File: config.mk
export PLATFORM = sky130hd
export DESIGN_NAME = regfile_bist
export DESIGN_NICKNAME = d
export VERILOG_FILES = /design/src/rtl/regfile_bist.sv
export SDC_FILE = /design/constraint.sdc
export NUM_CORES = 1
export LEC_CHECK = 0
export ABC_AREA = 1
export BUFFER_PORTS_ARGS = -buffer_cell sky130_fd_sc_hd__buf_2
export CAP_MARGIN = 5
export CORE_ASPECT_RATIO = 1.2
export CORE_MARGIN = 2
export CORE_UTILIZATION = 50
export CTS_CLUSTER_DIAMETER = 120
export DETAILED_ROUTE_END_ITERATION = 7
export GPL_ROUTABILITY_DRIVEN = 0
export PLACE_DENSITY = 0.78
export SLEW_MARGIN = 20
export SYNTH_ARGS = -nofsm -noshare
export SYNTH_HDL_FRONTEND = slang
export SYNTH_SLANG_ARGS = --single-unit
File: constraint.sdc
create_clock -name sys_clk -period 3.5 [get_ports sys_clk]
set_clock_uncertainty 0.05 [all_clocks]
set_input_delay 0.35 -clock sys_clk [delete_from_list [all_inputs] [get_ports sys_clk]]
set_output_delay 0.35 -clock sys_clk [all_outputs]
set_load 0.005 [all_outputs]
File: src/rtl/regfile_bist.sv
// Built-in self-test sequencer for a 32 x 32-bit register file: writes a pattern
// to every register, reads it back in pairs and reports pass/fail statistics.
module regfile_bist #(
  parameter int DATA_WIDTH = 32,
  parameter int ADDR_WIDTH = 5,
  parameter int NUM_REGS   = 32,
  parameter bit ZERO_REG   = 1'b0
) (
  input  logic                  sys_clk,
  input  logic                  sys_rst,
  input  logic                  start,
  input  logic [1:0]            pattern_sel,
  output logic [ADDR_WIDTH-1:0] Ra,
  output logic [ADDR_WIDTH-1:0] Rb,
  output logic [ADDR_WIDTH-1:0] Rw,
  output logic                  RegWr,
  output logic [DATA_WIDTH-1:0] busW,
  input  logic [DATA_WIDTH-1:0] busA,
  input  logic [DATA_WIDTH-1:0] busB,
  output logic                  busy,
  output logic                  done,
  output logic                  pass,
  output logic [ADDR_WIDTH-1:0] fail_addr,
  output logic [DATA_WIDTH-1:0] fail_data,
  output logic [ADDR_WIDTH:0]   err_count,
  output logic [1:0]            dbg_state
);

  // Handshake: start is a request level sampled only in IDLE (never queued);
  // done is a one-cycle pulse, and pass/fail_* /err_count stay valid until the next start.
  typedef enum logic [1:0] {
    IDLE  = 2'd0,
    WRITE = 2'd1,
    READ  = 2'd2,
    DONE  = 2'd3
  } state_e;

  localparam logic [ADDR_WIDTH-1:0] LAST_W    = ADDR_WIDTH'(NUM_REGS - 1);
  localparam logic [ADDR_WIDTH-1:0] LAST_PAIR = ADDR_WIDTH'(NUM_REGS - 2);
  localparam logic [ADDR_WIDTH:0]   ERR_MAX   = (ADDR_WIDTH + 1)'(NUM_REGS);
  localparam logic [ADDR_WIDTH+1:0] ERR_MAX_W = (ADDR_WIDTH + 2)'(NUM_REGS);

  state_e                state_q, state_d;
  logic [1:0]            pat_sel_q, pat_sel_d;
  logic [ADDR_WIDTH-1:0] ra_q, ra_d;
  logic [ADDR_WIDTH-1:0] rb_q, rb_d;
  logic [ADDR_WIDTH-1:0] rw_q, rw_d;
  logic                  reg_wr_q, reg_wr_d;
  logic [DATA_WIDTH-1:0] bus_w_q, bus_w_d;
  logic                  busy_q, busy_d;
  logic                  done_q, done_d;
  logic                  pass_q, pass_d;
  logic [ADDR_WIDTH-1:0] fail_addr_q, fail_addr_d;
  logic [DATA_WIDTH-1:0] fail_data_q, fail_data_d;
  logic [ADDR_WIDTH:0]   err_count_q, err_count_d;

  logic                  mm_a;
  logic                  mm_b;
  logic [ADDR_WIDTH+1:0] err_sum;
  logic [ADDR_WIDTH:0]   err_next;

  function automatic logic [DATA_WIDTH-1:0] pat_val(input logic [1:0]            sel,
                                                    input logic [ADDR_WIDTH-1:0] idx);
    logic [DATA_WIDTH-1:0] v;
    v = '0;
    case (sel)
      2'b00:   v = DATA_WIDTH'(idx);
      2'b01:   v = ~DATA_WIDTH'(idx);
      2'b10:   v = idx[0] ? {(DATA_WIDTH/2){2'b10}} : {(DATA_WIDTH/2){2'b01}};
      default: v = DATA_WIDTH'(1) << (32'(idx) % DATA_WIDTH);
    endcase
    return v;
  endfunction

  // Register 0 may be wired to zero in the file, so it can never read back the pattern.
  function automatic logic [DATA_WIDTH-1:0] exp_val(input logic [1:0]            sel,
                                                    input logic [ADDR_WIDTH-1:0] idx);
    logic [DATA_WIDTH-1:0] v;
    v = pat_val(sel, idx);
    if (ZERO_REG && (idx == '0)) v = '0;
    return v;
  endfunction

  always_comb begin
    state_d     = state_q;
    pat_sel_d   = pat_sel_q;
    ra_d        = ra_q;
    rb_d        = rb_q;
    rw_d        = rw_q;
    reg_wr_d    = reg_wr_q;
    bus_w_d     = bus_w_q;
    busy_d      = busy_q;
    done_d      = 1'b0;
    pass_d      = pass_q;
    fail_addr_d = fail_addr_q;
    fail_data_d = fail_data_q;
    err_count_d = err_count_q;

    mm_a     = (state_q == READ) && (busA != exp_val(pat_sel_q, ra_q));
    mm_b     = (state_q == READ) && (busB != exp_val(pat_sel_q, rb_q));
    err_sum  = {1'b0, err_count_q} + (ADDR_WIDTH + 2)'(mm_a) + (ADDR_WIDTH + 2)'(mm_b);
    err_next = (err_sum > ERR_MAX_W) ? ERR_MAX : err_sum[ADDR_WIDTH:0];

    case (state_q)
      IDLE: begin
        if (start) begin
          state_d     = WRITE;
          pat_sel_d   = pattern_sel;
          err_count_d = '0;
          pass_d      = 1'b0;
          fail_addr_d = '0;
          fail_data_d = '0;
          busy_d      = 1'b1;
          reg_wr_d    = 1'b1;
          rw_d        = '0;
          bus_w_d     = pat_val(pattern_sel, '0);
        end
      end
      WRITE: begin
        if (rw_q == LAST_W) begin
          state_d  = READ;
          reg_wr_d = 1'b0;
          ra_d     = '0;
          rb_d     = ADDR_WIDTH'(1);
        end else begin
          rw_d    = rw_q + ADDR_WIDTH'(1);
          bus_w_d = pat_val(pat_sel_q, rw_q + ADDR_WIDTH'(1));
        end
      end
      READ: begin
        err_count_d = err_next;
        // Only the first failing register of a test is recorded; port A wins a tie.
        if ((err_count_q == '0) && (mm_a || mm_b)) begin
          fail_addr_d = mm_a ? ra_q : rb_q;
          fail_data_d = mm_a ? busA : busB;
        end
        if (ra_q == LAST_PAIR) begin
          state_d = DONE;
          done_d  = 1'b1;
          busy_d  = 1'b0;
          pass_d  = (err_next == '0);
        end else begin
          ra_d = ra_q + ADDR_WIDTH'(2);
          rb_d = rb_q + ADDR_WIDTH'(2);
        end
      end
      DONE: begin
        state_d = IDLE;
      end
      default: begin
        state_d = IDLE;
      end
    endcase
  end

  always_ff @(posedge sys_clk) begin
    if (sys_rst) begin
      state_q     <= IDLE;
      pat_sel_q   <= 2'b00;
      ra_q        <= '0;
      rb_q        <= '0;
      rw_q        <= '0;
      reg_wr_q    <= 1'b0;
      bus_w_q     <= '0;
      busy_q      <= 1'b0;
      done_q      <= 1'b0;
      pass_q      <= 1'b0;
      fail_addr_q <= '0;
      fail_data_q <= '0;
      err_count_q <= '0;
    end else begin
      state_q     <= state_d;
      pat_sel_q   <= pat_sel_d;
      ra_q        <= ra_d;
      rb_q        <= rb_d;
      rw_q        <= rw_d;
      reg_wr_q    <= reg_wr_d;
      bus_w_q     <= bus_w_d;
      busy_q      <= busy_d;
      done_q      <= done_d;
      pass_q      <= pass_d;
      fail_addr_q <= fail_addr_d;
      fail_data_q <= fail_data_d;
      err_count_q <= err_count_d;
    end
  end

  assign Ra        = ra_q;
  assign Rb        = rb_q;
  assign Rw        = rw_q;
  assign RegWr     = reg_wr_q;
  assign busW      = bus_w_q;
  assign busy      = busy_q;
  assign done      = done_q;
  assign pass      = pass_q;
  assign fail_addr = fail_addr_q;
  assign fail_data = fail_data_q;
  assign err_count = err_count_q;
  assign dbg_state = state_q;

endmodule

# --- After elaboration in Yosys (flattened, before gate mapping) ---
# Index checks and enable logic that the tools add are counted.
totals:
  register_bits: 98
  input_bits: 69
  elab_cells: 106
  output_inout_bits: 96
op_classes:
  n_bitwise: 4
  n_eq_ne: 17
  muxes: 42
  order_cmp: 1
  shift: 3
  n_reduce_logical: 21
  addsub: 5
op_table:
  columns: ["op", "n"]
  rows:
  - ["case mux 32 bit (3 select lines)", 4]
  - ["two-way mux 32 bit", 8]
  - ["case mux 32 bit (2 select lines)", 2]
  - ["NOT 5 -> 32 bit", 3]
  - ["left shift 1 x 5 -> 32 bit (first input constant)", 3]
  - ["!= test 32 bit", 2]
  - ["two-way mux 5 bit", 8]
  - ["case mux 5 bit (2 select lines)", 4]
  - ["AND reduction 3 bit", 6]
  - ["zero test 6 bit", 2]
  - ["two-way mux 6 bit", 2]
  - ["case mux 6 bit (2 select lines)", 1]
  - ["adder 5 x 2 -> 5 bit (second input constant)", 2]
  - ["== test 5 bit (second input constant)", 2]
  - ["== test 2 bit (second input constant)", 4]
  - ["!= test 2 bit (second input constant)", 4]
  - ["case mux 2 bit (4 select lines)", 1]
  - ["adder 6 x 1 -> 7 bit", 1]
  - ["adder 7 x 1 -> 7 bit", 1]
  - ["> comparator 7 x 6 -> 1 bit (second input constant)", 1]
  - ["== test 2 x 1 -> 1 bit (second input constant)", 3]
  - ["zero test 2 bit", 3]
  - ["two-way mux 1 bit", 6]
  - ["two-way mux 2 bit", 3]
  - ["9 further kinds", 17]

# --- Longest topological paths before layout ---
# Gate-level depths: netlist (run 1).
depth:
  depth_word: 11
  mapped_depth: 26
  mapped_depth_nobuf: 26

# --- Worst setup path after synthesis (run 1) ---
# No wires, ideal clock.
synth_timing:
  path_kind: "register to register"
  startpoint: "register pat_sel_q[0]"
  endpoint: "register pass_q (netlist: pass)"
  t_required_ns: 3.380
  synth_period_minus_slack_ns: 3.456
  path_slack_ns: 0.044
  setup_ns: 0.070
  n_path_buf: 3
  stages_incl_launch_ff: 23
  arrival_ns: 3.336
  path_cell_list: "dfxtp_1 > inv_1 > ha_1 > or2_1 > buf_2 > buf_6 > nand2_1 > nand2_1 > nand2_1 > nor2_1 > nand2_1 > nor2_1 > nand3_2 > nand2_2 > buf_2 > fa_1 > nor3_1 > nand2_1 > nand2_1 > nand3_1 > nor4b_1 > nand3b_1 > a21oi_1"
synth_via:
  elab_chain_len: 11
  word_cells_on_any_way: 16
  classes_between: "2 x add/sub; 1 x order compare; 4 x eq/ne; 5 x mux; 4 x reduce/logical"
synth_rtl:
  columns: ["item", "line", "text"]
  rows:
  - ["from (decl)", "44", "logic [1:0] pat_sel_q, pat_sel_d;"]
  - ["from (signal assigned)", "173", "pat_sel_q <= pat_sel_d;"]
  - ["== test 2 bit, or another cell as far along", "66", "case (sel)"]
  - ["case mux 32 bit (3 select lines)", "66", null]
  - ["!= test 32 bit", "99", "mm_a = (state_q == READ) && (busA != exp_val(pat_sel_q, ra_q));"]
  - ["logical AND 1 bit", "99", null]
  - ["adder 6 x 1 -> 7 bit", "101", "err_sum = {1'b0, err_count_q} + (ADDR_WIDTH + 2)'(mm_a) + (ADDR_WIDTH + 2)'(mm_b);"]
  - ["adder 7 x 1 -> 7 bit *", "101", null]
  - ["> comparator 7 x 6 -> 1 bit", "102", "err_next = (err_sum > ERR_MAX_W) ? ERR_MAX : err_sum[ADDR_WIDTH:0];"]
  - ["two-way mux 6 bit *", "102", null]
  - ["zero test 6 bit *", "141", "pass_d = (err_next == '0);"]
  - ["two-way mux 1 bit *", "137", "if (ra_q == LAST_PAIR) begin"]
  - ["case mux 1 bit (2 select lines) *", "104", "case (state_q)"]
  - ["to (signal assigned)", "181", "pass_q <= pass_d;"]
  - ["to (decl)", "52", "logic pass_q, pass_d;"]
# Every way passes the cells marked *; elsewhere a longest branch is shown, timed or not. The select of a mux whose other input is x is not followed.
# A chain may end at the register's enable or synchronous reset.

# --- Worst setup path after layout (run 1) ---
layout_timing:
  startpoint: "register pat_sel_q[1]"
  endpoint: "register pass_q (netlist: pass)"
# The elaborated chain is that of the path after synthesis.

==> results of run 1 <==
==> sequential cells by signal, indices dropped and copies added, names as in the netlist <==
signal / cells
busW: 32
fail_data: 32
err_count: 6
Rb: 5
Rw: 5
fail_addr: 5
Ra: 4
dbg_state: 2
pat_sel_q: 2
RegWr: 1
busy: 1
done: 1
pass: 1
==> critical path, delay by kind of cell (launching register included) <==
| kind | cells | cell delay, ns |
|---|---|---|
| buf+inv | 4 | 0.35 |
| compound gates | 2 | 0.24 |
| xor+xnor | 2 | 0.32 |
| fa+ha+maj | 3 | 0.66 |
| flops | 1 | 0.37 |
| simple gates | 10 | 1.28 |
==> cells in the mapped netlist, types with 2 or more instances <==
library cell | n | area share
nand2_1 | 404 | 0.22
clkbuf_1 | 33 | 0.018
o22ai_1 | 5 | 0.0044
nor3_1 | 9 | 0.0064
o21ai_0 | 66 | 0.047
nand3_2 | 2 | 0.0028
nand2_2 | 3 | 0.0027
a211oi_1 | 5 | 0.0053
inv_1 | 92 | 0.049
inv_2 | 4 | 0.0021
buf_6 | 8 | 0.013
nor2_2 | 4 | 0.0036
nand3b_1 | 14 | 0.015
xor2_1 | 9 | 0.011
nand2_4 | 3 | 0.0048
nand3_1 | 103 | 0.073
dfxtp_1 | 97 | 0.28
a21oi_2 | 5 | 0.0062
o211ai_1 | 3 | 0.0032
nor2_1 | 106 | 0.057
a31oi_1 | 33 | 0.029
nand4_1 | 18 | 0.016
buf_1 | 3 | 0.0016
ha_1 | 23 | 0.041
buf_2 | 17 | 0.012
nor2_4 | 3 | 0.0048
clkinv_1 | 4 | 0.0021
buf_4 | 5 | 0.0053
mux2_2 | 2 | 0.0032
a21oi_1 | 82 | 0.058
==> logic make-up (layout without fill, tap and decap cells) <==
| group | Yosys count | count (layout) | share of synthesized area |
|---|---|---|---|
| xor gates and xnor gates | 9 | 9 | 0.0112 |
| adders and majority gates | 24 | 24 | 0.0438 |
| AOI/OAI and AO/OA | 202 | 202 | 0.158 |
| buffers and inverters | 166 | 324 | 0.103 |
| muxes | 2 | 2 | 0.00320 |
| DFF | 97 | 97 | 0.276 |
| and+or+nand+nor | 672 | 674 | 0.404 |
| other | 1 | 1 | 0.000533 |
==> per-layer routing <==
layer	up-vias	part of all wire	track usage
met5	-	0	0
met4	0	0.058	0.167
met3	78	0.069	0.0479
met2	362	0.49	0.502
met1	3787	0.38	0.329
li1	4129	-	-
==> power by group <==
group          internal (uW)  switching (uW)  total, uW
Sequential              1370             182       1550
Combinational           1110            1750       2860
Clock                    647             459       1110
==> through the flow <==
stage               area, um2  TNS [ns]  setup slack (ns)  hold slack, ns
floorplan                7030         0            0.0441           0.405
global placement         8070         0            0.0856           0.396
detailed placement       8070   -0.0595           -0.0595           0.399
CTS                      8460         0           0.00486           0.253
global route             8660    -0.511            -0.186           0.291
finish                   8660         0            0.0312           0.258
==> repair_timing <==
| item | 4_1_cts | 5_1_grt |
|---|---|---|
| endpoints found under the setup margin | 1 | 19 |
| pin swaps | 2 | 15 |
| gates resized for setup | 7 | 47 |
| gates cloned | 1 | 1 |
| endpoints found under the hold margin | 0 | 0 |
| buffers inserted | 1 | 3 |
==> worst paths after layout <==
kind | slack, ns | end | cells past startpoint
worst min-delay path | 0.26 | pat_sel_q[1] | 3
worst max-delay path | 0.03 | pass | 21
worst min register to register | 0.41 | fail_data[14] | 2
worst max register to register | 0.03 | pass | 21
==> area by class of cell <==
cell class	count	area, um2
multi-input combinational	912	4570
fill	1319	5100
sequential	97	1950
inverter	100	393
timing repair buffer	208	1200
clock buffer	10	239
tap	171	214
clock inverter	6	88.8
==> impl_results.md, run 1 <==
- Status: completed
- Syn Area/Cell: 6.00 um2
- Hold Buf Count CTS: 0
- Mapped Cells: 1173
- Unique masters post-synth: 38
- Post-synth EDFFs: 0
- Startpoint Class: flop
- First-pass GRT wire length: 35.3 mm
- Crit Path Class: reg2reg
- Req. time, crit path: 3.66 ns
- Layout Cells excl Fill: 1504
- Worst setup path start: pat_sel_q[1]
- Max-Cap Viols: 0
- Hold Fails Final Rpt: 0
- Layout area overhead: 23.1%
- Global route total overflow: 0
- Fin util: 0.629
- Tot GR Track Use: 0.287
- Power consumption: 5520 uW
- Via density per instance: 5.56
- Die area: 15000 um2
- Register area share after synthesis: 0.276
- Vias in the first global route: 7451
- Vias: 8356
- Max_slew headroom: 0.389
- Clock Tree Buf Depth: 2
- Residual DRC: 0
- Post-DP HPWL: 16.7 mm
- Arr. time, crit path: 3.63 ns
- Drt pass-1 iters: 5
- Clock Pin Slew Worst Setup and Hold Paths: 0.07 ns
- Ant. Diodes: 0
- Final slew viol count: 0
- Largest net degree at the start of global routing: 69
- Initial drt markers: 588
- CTS root buf: clkbuf_16
- Row cnt: 47
- Slowest CP cell: dfxtp_4
- Final setup violation count: 0
- Synth warnings: 0
- I/O pins: 165
- CP max FO: 25
- Crit path capture type: flop
- CTS H-tree depth: 3
- Power per Cell Area: 637 nW/um2
- Final Critical Period: 3.47 ns
- Post-synth net total: 1266
- RSZ-0062 raised after global routing: true
- Starting density of the core: 0.511
- Die Span Y: 134 um
- Main synth FF type: dfxtp_1
- Initial antenna violation count: 1
- Synth Register Bits: 97
- CTS buffer count: 9
- WL final: 22.7 mm
- Post-Syn Area: 7030 um2
- Worst vdd ir: 345 uV
- Fin crit share: 0.991
- Post-DRT Antenna Nets: 0
- HP Start: pattern_sel[1]
- Port Buf Inserts: 163
- # nets final: 1421
- Avg WL per Cell: 15.1 um
- Cells after DPL: 1482
- Core area: 13800 um2
- Layout cells sized above 1: 0.216
- Most frequent cells in the layout: 397 x nand2_1, 163 x buf_2, 103 x nor2_1, 102 x nand3_1, 92 x dfxtp_1
- Reg2reg start: pat_sel_q[1]
- Clk sink count: 97
- Worst-Skew Late Latency: 0.36 ns
- Highest Clock Rate: 288 MHz
- CTS tree: built
- Most common cell after layout, fill and taps aside: nand2_1
- Crit-path cells: inv_2 -> ha_2 -> or2_1 -> buf_12 -> nand2_1 -> xor2_1 -> nand2_1 -> nor2_1 -> nand3_2 -> nand2_2 -> fa_2 -> inv_2 -> ha_4 -> nand2_2 -> inv_2 -> nand2_2 -> xor2_2 -> nand4_1 -> a21oi_2 -> nand3b_1 -> a21oi_1
- Worst-Margin Slew: 0.913 ns
- Hold Path Class: in2reg
- Max incr delay on CP: 0.37 ns
- Chip Width: 112 um
- Ys async rst share: 0
- Leak: 0.00406 uW
No activity file was read; power rests on OpenSTA's default activity.
==> run 2, diff against run 1 <==
--- a/config.mk
+++ b/config.mk
@@ -10,11 +10,11 @@
 export CAP_MARGIN = 5
 export CORE_ASPECT_RATIO = 1.2
 export CORE_MARGIN = 2
-export CORE_UTILIZATION = 50
+export CORE_UTILIZATION = 45
 export CTS_CLUSTER_DIAMETER = 120
 export DETAILED_ROUTE_END_ITERATION = 7
 export GPL_ROUTABILITY_DRIVEN = 0
-export PLACE_DENSITY = 0.78
+export PLACE_DENSITY = 0.71
 export SLEW_MARGIN = 20
 export SYNTH_ARGS = -nofsm -noshare
 export SYNTH_HDL_FRONTEND = slang
==> run 2 against run 1 <==
Flip-flop and latch count did not move. Setup slack better by 0.087 ns. Maximum frequency increased by 2.6%. Clock-buffer cell count decreased by 1. Critical path type unchanged.
==> impl_results.md, run 2 (same netlist as run 1, synthesis figures left out) <==
- Die Span Y: 141 um (+5.2%)
- Final slew viol count: 0 (unchanged)
- Slowest CP cell: dfxtp_4
- Chip Width: 118 um (+5.2%)
- Cells after DPL: 1518 (+2.4%)
- Arr. time, crit path: 3.53 ns (-0.10 ns)
- CTS H-tree depth: 3 (unchanged)
- Port Buf Inserts: 163 (unchanged)
- Largest net degree at the start of global routing: 69 (unchanged)
- Crit path capture type: flop
- Post-DP HPWL: 17.0 mm (+1.6%)
- Row cnt: 50 (+6.4%)
- Leak: 0.00408 uW (+0.68%)
- Max_slew headroom: 0.427 (+0.0383)
- Clock power frac: 0.194 (-0.007)
- Status: completed
- Net load switching power: 2410 uW (+0.58%)
- First-pass GRT wire length: 35.5 mm (+0.64%)
- Ant. Diodes: 0 (unchanged)
- I/O pins: 165 (unchanged)
- # nets final: 1423 (+0.14%)
- CTS buffer count: 9 (unchanged)
- Die area: 16700 um2 (+11%)
- Final Critical Period: 3.38 ns (-0.0873 ns)
- CP most frequent cell: nand2_1
- Crit Path Class: reg2reg
- Switching Share: 0.440 (+0.00592)
- Startpoint Class: flop
- Sequential Power Share: 0.284 (+0.003)
- Fillers: 1553 (+18%)
- Logic pwr share: 0.522 (+0.003)
- Worst vdd ir: 339 uV (-1.7%)
- Vias in the first global route: 7192 (-3.5%)
- Residual DRC: 0 (unchanged)
- Min Hold Slack: 0.277 ns (+0.0192 ns)
- Avg WL per Cell: 15.1 um (about the same)
- CP max FO: 14 (-44%)
- WL final: 23.3 mm (+2.6%)
- Hold Fails Final Rpt: 0 (unchanged)
- Initial antenna violation count: 0 (-1)
- Most frequent cells in the layout: 400 x nand2_1, 164 x buf_2, 99 x nor2_1, 98 x nand3_1, 89 x dfxtp_1
- Layout Cells excl Fill: 1543 (+2.6%)
- Via density per instance: 5.37 (-3.3%)
- Drt pass-1 iters: 8 (+3)
- Pre-CTS setup slack: -0.112 ns (-0.0522 ns)
- Layout cells sized above 1: 0.225 (+0.00941)
- Internal power: 3070 uW (-1.8%)
- Highest Clock Rate: 296 MHz (+2.6%)
- Starting density of the core: 0.455 (-0.0560)
- Clk sink count: 97 (unchanged)
- Worst-Skew Late Latency: 0.36 ns (about the same)
- Layout area overhead: 24.7%
- Hold Path Class: in2reg
- Clock Pin Slew Worst Setup and Hold Paths: 0.08 ns (about the same)
- CTS root buf: clkbuf_16
- Core area: 15500 um2 (+12%)
- Final worst slack: 0.119 ns (+0.0873 ns)
- Clock Tree Buf Depth: 2 (unchanged)
- Flop-to-flop setup slack: 0.12 ns (+0.09 ns)
- Max-Cap Viols: 0 (unchanged)
- CTS tree: built
- Global route total overflow: 0 (unchanged)
- Req. time, crit path: 3.65 ns (about the same)
- Hold Buf Count CTS: 0 (unchanged)
- Max incr delay on CP: 0.38 ns (about the same)
- Fin crit share: 0.966 (-0.0249)
- Most common cell after layout, fill and taps aside: nand2_1
- Power per Cell Area: 624 nW/um2 (-2.0%)
- Final setup violation count: 0 (unchanged)
- Vias: 8286 (-0.84%)
- Worst-Margin Slew: 0.858 ns (-0.0542 ns)
- Initial drt markers: 756 (+29%)
- Tot GR Track Use: 0.263 (-0.0241)
- Post-DRT Antenna Nets: 0 (unchanged)
[run 2: cell types whose count changed in the layout (fill, tap and decap cells not counted), sizes merged]
cell	previous run	this run
bufinv	2	1
buf	208	211
clkinv	2	3
inv	98	100
clkinvlp	4	3
clkbuf	10	9
nand2	412	411
[run 2: layer usage]
layer,share of wire,track usage
met1,0.40,0.324
met2,0.49,0.451
met3,0.076,0.0473
met4,0.037,0.108
met5,0,0
[run 2: worst paths after layout]
| kind | startpoint | end | cells past startpoint |
|---|---|---|---|
| max | pat_sel_q[0] | pass | 25 |
| min | pattern_sel[1] | pat_sel_q[1] | 3 |
| max reg2reg | pat_sel_q[0] | pass | 25 |
| min reg2reg | fail_data[18] | fail_data[18] | 2 |
[run 2: worst max-delay path: cells and delay by family (launching register included)]
kind	cells	cell delay, ns
simple gates	14	1.33
fa+ha+maj	3	0.58
flops	1	0.38
buf+inv	4	0.32
xor+xnor	2	0.31
compound gates	2	0.26
[run 2: what timing repair did]
item                                    4_1_cts  5_1_grt
cloned                                        0        2
hold endpoints to repair                      0        0
endpoints found under the setup margin        4       37
pin swaps                                     0       17
gates resized for setup                       4       66
buffers inserted                              0        7
[run 2: final cells by class]
type                       count  area (um2)  area share
clock buffer                   9         225      0.0257
clock inverter                 7        95.1      0.0108
inverter                     100         394      0.0449
multi-input combinational    911        4580       0.523
sequential                    97        1960       0.223
tap                          208         260      0.0297
timing repair buffer         211        1250       0.143
[run 2: metrics by stage]
step	setup TNS [ns]	total power (uW)	utilization	instance area, um2
2_1_floorplan	0	3400	-	7030
3_3_place_gp	0	4180	0.524	8100
3_5_place_dp	-0.112	4210	0.524	8100
6_report	0	5470	0.567	8770
4_1_cts	0	5300	0.546	8440
5_1_grt	-0.248	5930	0.567	8770
[run 2: power by group through the flow]
stage | logic, uW | registers [uW] | clock network, uW
5_1_grt | 3220 | 1580 | 1120
3_3_place_gp | 2630 | 1550 | 0
3_5_place_dp | 2650 | 1560 | 0
4_1_cts | 2670 | 1530 | 1090
6_report | 2860 | 1550 | 1060
2_1_floorplan | 1840 | 1560 | 0
